--- src/rtl/uart_rx_framed_pkg.sv ---
// Shared UART definitions: receiver state encoding and baud-derived sizing helpers.
package uart_rx_framed_pkg;

    typedef enum logic [2:0] {
        ST_IDLE,
        ST_START,
        ST_DATA,
        ST_STOP,
        ST_WAIT_HIGH
    } rx_state_e;

    localparam int FRAME_BITS = 8;

    function automatic int bit_cycles(input int in_freq, input int out_freq);
        return in_freq / out_freq;
    endfunction

    function automatic int cnt_width(input int bits);
        return (bits > 1) ? $clog2(bits) : 1;
    endfunction

endpackage

--- src/rtl/uart_rx_framed_if.sv ---
// Byte-level handshake between the UART receiver (master) and its consumer (slave).
interface uart_rx_if;
    logic [7:0] data;
    logic       ready;
    logic       reset_ready;
    logic       frame_err;
    logic       overrun;

    modport master (output data, ready, frame_err, overrun, input reset_ready);
    modport slave  (input data, ready, frame_err, overrun, output reset_ready);
endinterface

--- src/rtl/uart_rx_framed_sync_2ff.sv ---
// Two-flop synchronizer with a configurable reset value; also usable for push-button inputs.
module sync_2ff #(
    parameter logic RESET_VAL = 1'b1
) (
    input  logic clk,
    input  logic reset,
    input  logic d_i,
    output logic q_o
);

    logic meta_q, meta_d;
    logic sync_q, sync_d;

    always_comb begin
        meta_d = d_i;
        sync_d = meta_q;
    end

    always_ff @(posedge clk) begin
        if (reset) begin
            meta_q <= RESET_VAL;
            sync_q <= RESET_VAL;
        end else begin
            meta_q <= meta_d;
            sync_q <= sync_d;
        end
    end

    assign q_o = sync_q;

endmodule

--- src/rtl/uart_rx_framed.sv ---
// 8N1 UART receiver: mid-bit sampling, start glitch rejection, framing-error and overrun flags.
module uart_rx_framed
    import uart_rx_framed_pkg::*;
#(
    parameter int IN_FREQ  = 220052,
    parameter int OUT_FREQ = 96
) (
    input  logic     clk,
    input  logic     reset,
    input  logic     rx_i,
    uart_rx_if.master rx_if
);

    localparam int BIT   = bit_cycles(IN_FREQ, OUT_FREQ);
    localparam int HALF  = BIT / 2;
    localparam int CNT_W = cnt_width(BIT);

    localparam logic [CNT_W-1:0] HALF_M1 = CNT_W'(HALF - 1);
    localparam logic [CNT_W-1:0] BIT_M1  = CNT_W'(BIT - 1);
    localparam logic [CNT_W-1:0] CNT_ONE = CNT_W'(1);
    localparam logic [2:0]       IDX_LAST = 3'(FRAME_BITS - 1);

    logic rx_s;

    rx_state_e        state_q, state_d;
    logic [CNT_W-1:0] cnt_q, cnt_d;
    logic [2:0]       idx_q, idx_d;
    logic [7:0]       shift_q, shift_d;
    logic [7:0]       data_q, data_d;
    logic             ready_q, ready_d;
    logic             frame_err_q, frame_err_d;
    logic             overrun_q, overrun_d;

    sync_2ff #(.RESET_VAL(1'b1)) u_sync (
        .clk   (clk),
        .reset (reset),
        .d_i   (rx_i),
        .q_o   (rx_s)
    );

    always_comb begin
        state_d     = state_q;
        cnt_d       = cnt_q;
        idx_d       = idx_q;
        shift_d     = shift_q;
        data_d      = data_q;
        ready_d     = ready_q;
        frame_err_d = frame_err_q;
        overrun_d   = overrun_q;

        // Consumer acknowledge; a good-stop completion below overrides it.
        if (rx_if.reset_ready && ready_q) begin
            ready_d   = 1'b0;
            overrun_d = 1'b0;
        end

        case (state_q)
            ST_IDLE: begin
                if (!rx_s) begin
                    state_d = ST_START;
                    cnt_d   = '0;
                end
            end
            ST_START: begin
                if (cnt_q == HALF_M1) begin
                    cnt_d   = '0;
                    idx_d   = '0;
                    state_d = rx_s ? ST_IDLE : ST_DATA;
                end else begin
                    cnt_d = cnt_q + CNT_ONE;
                end
            end
            ST_DATA: begin
                if (cnt_q == BIT_M1) begin
                    cnt_d          = '0;
                    shift_d[idx_q] = rx_s;
                    idx_d          = idx_q + 3'd1;
                    if (idx_q == IDX_LAST) state_d = ST_STOP;
                end else begin
                    cnt_d = cnt_q + CNT_ONE;
                end
            end
            ST_STOP: begin
                if (cnt_q == BIT_M1) begin
                    cnt_d = '0;
                    if (rx_s) begin
                        data_d      = shift_q;
                        ready_d     = 1'b1;
                        frame_err_d = 1'b0;
                        overrun_d   = ready_q && !rx_if.reset_ready;
                        state_d     = ST_IDLE;
                    end else begin
                        frame_err_d = 1'b1;
                        state_d     = ST_WAIT_HIGH;
                    end
                end else begin
                    cnt_d = cnt_q + CNT_ONE;
                end
            end
            // A held-low break must not be re-parsed as a stream of frames.
            ST_WAIT_HIGH: begin
                if (rx_s) state_d = ST_IDLE;
            end
            default: state_d = ST_IDLE;
        endcase
    end

    always_ff @(posedge clk) begin
        if (reset) begin
            state_q     <= ST_IDLE;
            cnt_q       <= '0;
            idx_q       <= '0;
            shift_q     <= '0;
            data_q      <= '0;
            ready_q     <= 1'b0;
            frame_err_q <= 1'b0;
            overrun_q   <= 1'b0;
        end else begin
            state_q     <= state_d;
            cnt_q       <= cnt_d;
            idx_q       <= idx_d;
            shift_q     <= shift_d;
            data_q      <= data_d;
            ready_q     <= ready_d;
            frame_err_q <= frame_err_d;
            overrun_q   <= overrun_d;
        end
    end

    assign rx_if.data      = data_q;
    assign rx_if.ready     = ready_q;
    assign rx_if.frame_err = frame_err_q;
    assign rx_if.overrun   = overrun_q;

endmodule

--- src/flat_wrapper.sv ---
// flat-port wrapper written by rule: the top's interface ports become plain ports
module uart_rx_framed_flat import uart_rx_framed_pkg::*;
#(
    parameter int IN_FREQ  = 220052,
    parameter int OUT_FREQ = 96
)
  (clk, reset, rx_i, rx_if_data, rx_if_ready, rx_if_frame_err, rx_if_overrun, rx_if_reset_ready);
  uart_rx_if rx_if_i ();
  input  logic clk;
  input  logic reset;
  input  logic rx_i;
  output wire logic [$bits(rx_if_i.data)-1:0] rx_if_data;
  output wire logic [$bits(rx_if_i.ready)-1:0] rx_if_ready;
  output wire logic [$bits(rx_if_i.frame_err)-1:0] rx_if_frame_err;
  output wire logic [$bits(rx_if_i.overrun)-1:0] rx_if_overrun;
  input wire logic [$bits(rx_if_i.reset_ready)-1:0] rx_if_reset_ready;
  assign rx_if_data = rx_if_i.data;
  assign rx_if_ready = rx_if_i.ready;
  assign rx_if_frame_err = rx_if_i.frame_err;
  assign rx_if_overrun = rx_if_i.overrun;
  assign rx_if_i.reset_ready = rx_if_reset_ready;
  uart_rx_framed #(.IN_FREQ(IN_FREQ), .OUT_FREQ(OUT_FREQ)) u_core (.clk(clk), .reset(reset), .rx_i(rx_i), .rx_if(rx_if_i));
endmodule
--- config.mk ---
export PLATFORM = sky130hd
export DESIGN_NAME = uart_rx_framed_flat
export DESIGN_NICKNAME = d
export VERILOG_FILES = /design/src/rtl/uart_rx_framed_pkg.sv /design/src/rtl/uart_rx_framed_if.sv /design/src/rtl/uart_rx_framed_sync_2ff.sv /design/src/rtl/uart_rx_framed.sv /design/src/flat_wrapper.sv
export SDC_FILE = /design/constraint.sdc
export NUM_CORES = 1
export LEC_CHECK = 0
export BUFFER_PORTS_ARGS = -buffer_cell sky130_fd_sc_hd__buf_4
export CAP_MARGIN = 20
export CORE_UTILIZATION = 50
export CTS_BUF_LIST = sky130_fd_sc_hd__clkbuf_8
export CTS_CLUSTER_DIAMETER = 80
export DETAILED_ROUTE_END_ITERATION = 16
export GPL_TIMING_DRIVEN = 0
export HOLD_SLACK_MARGIN = 0.06
export MAX_ROUTING_LAYER = met4
export PLACE_DENSITY = 0.73
export SETUP_SLACK_MARGIN = 0.15
export SKIP_CTS_REPAIR_TIMING = 1
export SYNTH_ARGS = -nofsm -noshare
export SYNTH_HDL_FRONTEND = slang
export SYNTH_SLANG_ARGS = --single-unit
--- constraint.sdc ---
create_clock -name clk -period 3.16 [get_ports clk]
set_input_delay 0.158 -clock clk [delete_from_list [all_inputs] [get_ports clk]]
set_output_delay 0.158 -clock clk [all_outputs]
set_load 0.05 [all_outputs]
# Word level (Yosys, flattened, before mapping)
# Index checks and enable logic that the tools add are counted.
[totals]
reg_bits = 39
output_inout_bits = 11
word_cells = 69
[op_classes]
n_reduce_logical = 14
eq_ne = 13
order_cmp = 2
add_sub_neg = 2
muxes = 28
[op_table]
columns = ["operator", "count"]
rows = [
  ["12-bit two-way mux", 3],
  ["12-bit one-hot mux with 3 select lines", 1],
  ["3-bit two-way mux", 9],
  ["3-bit one-hot mux with 5 select lines", 1],
  ["12-bit by 1-bit adder with 12-bit output, second input constant", 1],
  ["12-bit by 11-bit == test with 1-bit output, second input constant", 1],
  ["12-bit == test, second input constant", 1],
  ["1-bit two-way mux", 10],
  ["8-bit bitwise mux", 1],
  ["2-bit by 1-bit != test with 1-bit output, second input constant", 4],
  ["3-bit by 2-bit == test with 1-bit output, second input constant", 2],
  ["3-bit == test, second input constant", 2],
  ["3-bit one-hot mux with 2 select lines", 1],
  ["2-bit AND reduction", 3],
  ["3-bit AND reduction", 2],
  ["6-bit AND reduction", 1],
  ["3-bit by 4-bit less-than comparator with 1-bit output, second input constant", 1],
  ["2-bit != test, second input constant", 2],
  ["3-bit by 1-bit adder with 3-bit output, second input constant", 1],
  ["1-bit demux with 3-bit select", 1],
  ["3-bit by 1-bit == test with 1-bit output, second input constant", 1],
  ["3-bit by 1-bit greater-or-equal comparator with 1-bit output, second input constant", 1],
  ["1-bit logical AND", 3],
  ["3-bit logical NOT", 1],
  ["other kinds (5)", 5],
]

# Longest topological paths before layout
[logic_depth]
word_depth = 5
mapped_depth = 8
mapped_depth_nobuf = 7

# Hierarchy
# From an unflattened synthesis, not the netlist that was laid out.
[unflattened]
cells_unflattened = 214
area_unflattened_um2 = 1836.8
[by_module_without_submodules]
columns = ["module", "seq_area_each_um2", "n_inst", "area_each_um2", "cells_per_inst"]
rows = [
  ["uart_rx_framed", 740.7, 1, 1784.2, 210],
  ["sync_2ff", 40.0, 1, 52.6, 4],
]

# Worst setup path after synthesis
# No wires, ideal clock.
[synth_path]
path_kind = "reg-to-reg"
startpoint = "register u_core.cnt_q[0]"
endpoint = "register u_core.overrun_q, in the netlist u_core.rx_if.overrun"
required_ns = 3.030
setup_time_ns = 0.130
path_stages_with_launch = 7
arrival_time_ns = 1.707
synth_period_minus_slack_ns = 1.838
path_slack_ns = 1.322
cell_sequence = "dfxtp_1 ha_1 nor4bb_2 and4_1 nand4_1 o21ai_1 nor3_1"
[synth_via]
elab_chain_len = 3
[synth_lines]
columns = ["item", "line", "text"]
rows = [
  ["start, declared", "uart_rx_framed.sv:26", "logic [CNT_W-1:0] cnt_q, cnt_d;"],
  ["start signal, assigned", "uart_rx_framed.sv:120", "cnt_q <= cnt_d;"],
  ["12-bit == test", "uart_rx_framed.sv:84", "if (cnt_q == BIT_M1) begin"],
  ["1-bit two-way mux", "uart_rx_framed.sv:84", ""],
  ["1-bit two-way mux", "uart_rx_framed.sv:57", "case (state_q)"],
  ["end signal, assigned", "uart_rx_framed.sv:126", "overrun_q <= overrun_d;"],
  ["end, declared", "uart_rx_framed.sv:32", "logic overrun_q, overrun_d;"],
]
# Every way passes these cells.
# A chain may end at the register's enable or synchronous reset.

# Worst setup path in the final report
# Same ends and word-level chain as after synthesis.

==> results.json <==
{
  "slew_headroom_pct": 63.5,
  "p_comb_share_pct": 3.4,
  "die_x_um": 63.8,
  "numCtsBuffers": 5,
  "cts_root_buf": "clkbuf_8",
  "portBuffers": 13,
  "p_per_area_mw_per_mm2": 430,
  "layout_worst_path_cycle_share_pct": 72.3,
  "grt_max_degree": 14,
  "syn-cell-area_mm2": 0.00191,
  "grt_pass1_wl_mm": 6.77,
  "ant_nets": 0,
  "max_freq_mhz": 437,
  "drv_cap": 0,
  "dr.pass1.iters": 4,
  "ys_ff_latch": 39,
  "die_area_mm2": 0.00407,
  "io_pins": 15,
  "synth.distinct_cells": 39,
  "antenna_found_initial": 0,
  "wl_mm": 4.02,
  "fin_crit_ns": 2.29,
  "dr.first_iter.drc_count": 111,
  "worst_slew_pin_slew_ns": 0.547,
  "vias": 1683,
  "wl_per_cell_um": 13.4,
  "startpoint_type": "flip-flop",
  "n_fill_cell": 347,
  "cp_slowest_cell": "dfxtp_1",
  "synthCells": 229,
  "num_rows": 22,
  "die_y_um": 63.8,
  "intPower_w": 0.000738,
  "regArea_um2": 781,
  "diodes": 0,
  "yosys_warnings": 0,
  "clockBufferDepth": 2,
  "netlist_top_cells_area": "dfxtp_1 41%, nand2_1 6.5%, mux2i_1 6.3%, a21oi_1 4.7%, nor2_1 3.5%",
  "gr-usage-all-layers_pct": 22.3,
  "drive_gt1_share_pct": 12.7,
  "hpwl_mm": 2.77,
  "syn_to_final_growth_pct": 14.7,
  "maxSlewViolCount": 0,
  "path_clk_slew_ns": 0.07,
  "clock_power_share_pct": 44.0,
  "p_sw_share_pct": 21.6,
  "synth_top_family_by_area": "simple AND/OR/NAND/NOR gates",
  "synthMuxAreaShare_pct": 6.30,
  "hp-class": "input port to flip-flop",
  "rsz0062_at_grt": "false",
  "clkSinkCount": 39,
  "status": "complete, no violations",
  "path_buf_inv": 0,
  "path_cells": "ha_1 > nor4bb_2 > and4_1 > nand4_1 > o21ai_1 > nor3_1",
  "multi_input_area_mm2": 0.00107,
  "hold_viol_final": 0,
  "tns_ns": 0,
  "drc": 0,
  "seq_area_frac_synth_pct": 40.9,
  "globalplace.congestion": 0.845,
  "core_mm2": 0.00366,
  "syn-num-nets": 237,
  "synth_compound_area_share_pct": 9.90,
  "worstSetupPathType": "flip-flop to flip-flop",
  "nets": 258,
  "setup_viol": 0,
  "clk_latency_ns": 0.30,
  "power_leakage_nw": 0.866,
  "irDropWorstVdd_v": 0.000189,
  "synth_edf_count": 0,
  "synth_ff_type": "dfxtp_1",
  "critPathMaxStageDelay_ns": 0.41,
  "cp-end-kind": "flip-flop",
  "cp_top_family": "simple AND/OR/NAND/NOR gates",
  "first_global_vias": 1428,
  "yosysMostFrequentCell": "dfxtp_1",
  "vias_per_cell": 5.63,
  "syn_area_per_cell_um2": 8.33,
  "synth-simple-area-share_pct": 36.6,
  "grt-ovfl-total": 0,
  "yosys.area.top_type_share_pct": 40.9,
  "synth_adder_area_share_pct": 2.62,
  "synth_xor_area_share_pct": 0.459,
  "final.setup_skew_ns": 0.00581,
  "htree_levels": 2,
  "power_frac_seq_pct": 52.5,
  "p_sw_w": 0.000204,
  "cts_tree": "yes",
  "initial_core_util_pct": 52.1,
  "fin_hold_ws_ns": 0.134,
  "worstPathRequired_ns": 3.32,
  "crit_arrival_ns": 2.45,
  "synth.largest_area_cell": "dfxtp_1",
  "crit_fanout": 10,
  "synthTopCellsByCount": "39 x dfxtp_1, 33 x nand2_1, 18 x a21oi_1, 18 x nor2_1, 12 x mux2i_1",
  "async_flop_share_pct": 0
}
[final cells by class]
cell class                      count  share of cell area (%)
Clock inverter                      3                    2.00
Tap cell                           48                    2.74
Sequential cell                    39                    35.7
Inverter                            1                   0.172
Clock buffer                        5                    3.14
Multi-Input combinational cell    175                    48.7
Buffer                             14                    2.63
Timing Repair Buffer               14                    4.92
[cell families (layout without fill, tap and decap cells)]
kind of cell | count (synthesis) | count (layout)
simple gates | 125 | 125
flops | 39 | 39
compound gates | 33 | 33
buf+inv | 15 | 37
mux | 12 | 12
fa+ha+maj | 4 | 4
xor+xnor | 1 | 1
[cell usage in the layout (no fill, tap or decap), types with 4 or more instances in the layout]
cell	n
nor2_1	18
nand4b_1	5
or3_1	4
or4_1	5
buf_4	13
mux2i_1	12
buf_2	4
nand4_1	9
ha_1	4
dfxtp_1	39
clkbuf_1	10
nor3_1	6
and2_1	5
a21oi_1	18
nor2b_1	8
nand2_1	33
clkbuf_8	5
a31oi_1	8
nand3_1	11
[through the flow]
| step | util (%) | power (W) | cell area [µm²] | std cells | setup slack, ns |
|---|---|---|---|---|---|
| floorplan | - | 0.000527 | 1910 | 229 | 1.32 |
| CTS | 59.5 | 0.000948 | 2180 | 298 | 0.840 |
| detailed placement | 56.4 | 0.000537 | 2070 | 290 | 0.904 |
| global route | 59.8 | 0.000975 | 2190 | 299 | 0.647 |
| global placement | 56.4 | 0.000537 | 2070 | 290 | 0.889 |
| finish | 59.8 | 0.000942 | 2190 | 299 | 0.874 |
[per-layer routing]
layer / part of all wire (%) / up-vias / global-route usage [%]
li1: - / 868 / -
met1: 52 / 783 / 29.7
met2: 43 / 26 / 32.0
met3: 3.6 / 6 / 6.07
met4: 1.5 / 0 / 8.52
met5: 0 / - / -
[power by group through the flow]
stage          Clock (W)  Sequential [W]  Combinational, W
4_1_cts         0.000422        0.000495         0.0000309
3_3_place_gp           0        0.000507         0.0000306
5_1_grt         0.000445        0.000495         0.0000348
3_5_place_dp           0        0.000507         0.0000307
2_1_floorplan          0        0.000506         0.0000206
6_report        0.000415        0.000495         0.0000321
[worst min-delay path: cells and delay by family]
family	cells	cell delay [ns]
AND/OR/NAND/NOR	1	0.09
buffers and inverters	1	0.08
AO/OA/AOI/OAI	1	0.05
[path summary, 6_finish.rpt]
check	depth (start not counted)	start	endpoint	slack, ns
max reg2reg	6	u_core.cnt_q[0]	u_core.rx_if.overrun	0.87
min	3	rx_if_reset_ready	u_core.rx_if.ready	0.13
max	6	u_core.cnt_q[0]	u_core.rx_if.overrun	0.87
min reg2reg	1	u_core.u_sync.meta_q	u_core.u_sync.q_o	0.41
[registers in the layout, summed over array words and instances (netlist names)]
register                cells
u_core.rx_if.ready          1
u_core.u_sync.q_o           1
u_core.idx_q                3
u_core.rx_if.overrun        1
u_core.cnt_q               12
u_core.shift_q              8
u_core.state_q              3
u_core.rx_if.data           8
u_core.rx_if.frame_err      1
u_core.u_sync.meta_q        1
Power figures use the tool's default switching activity.
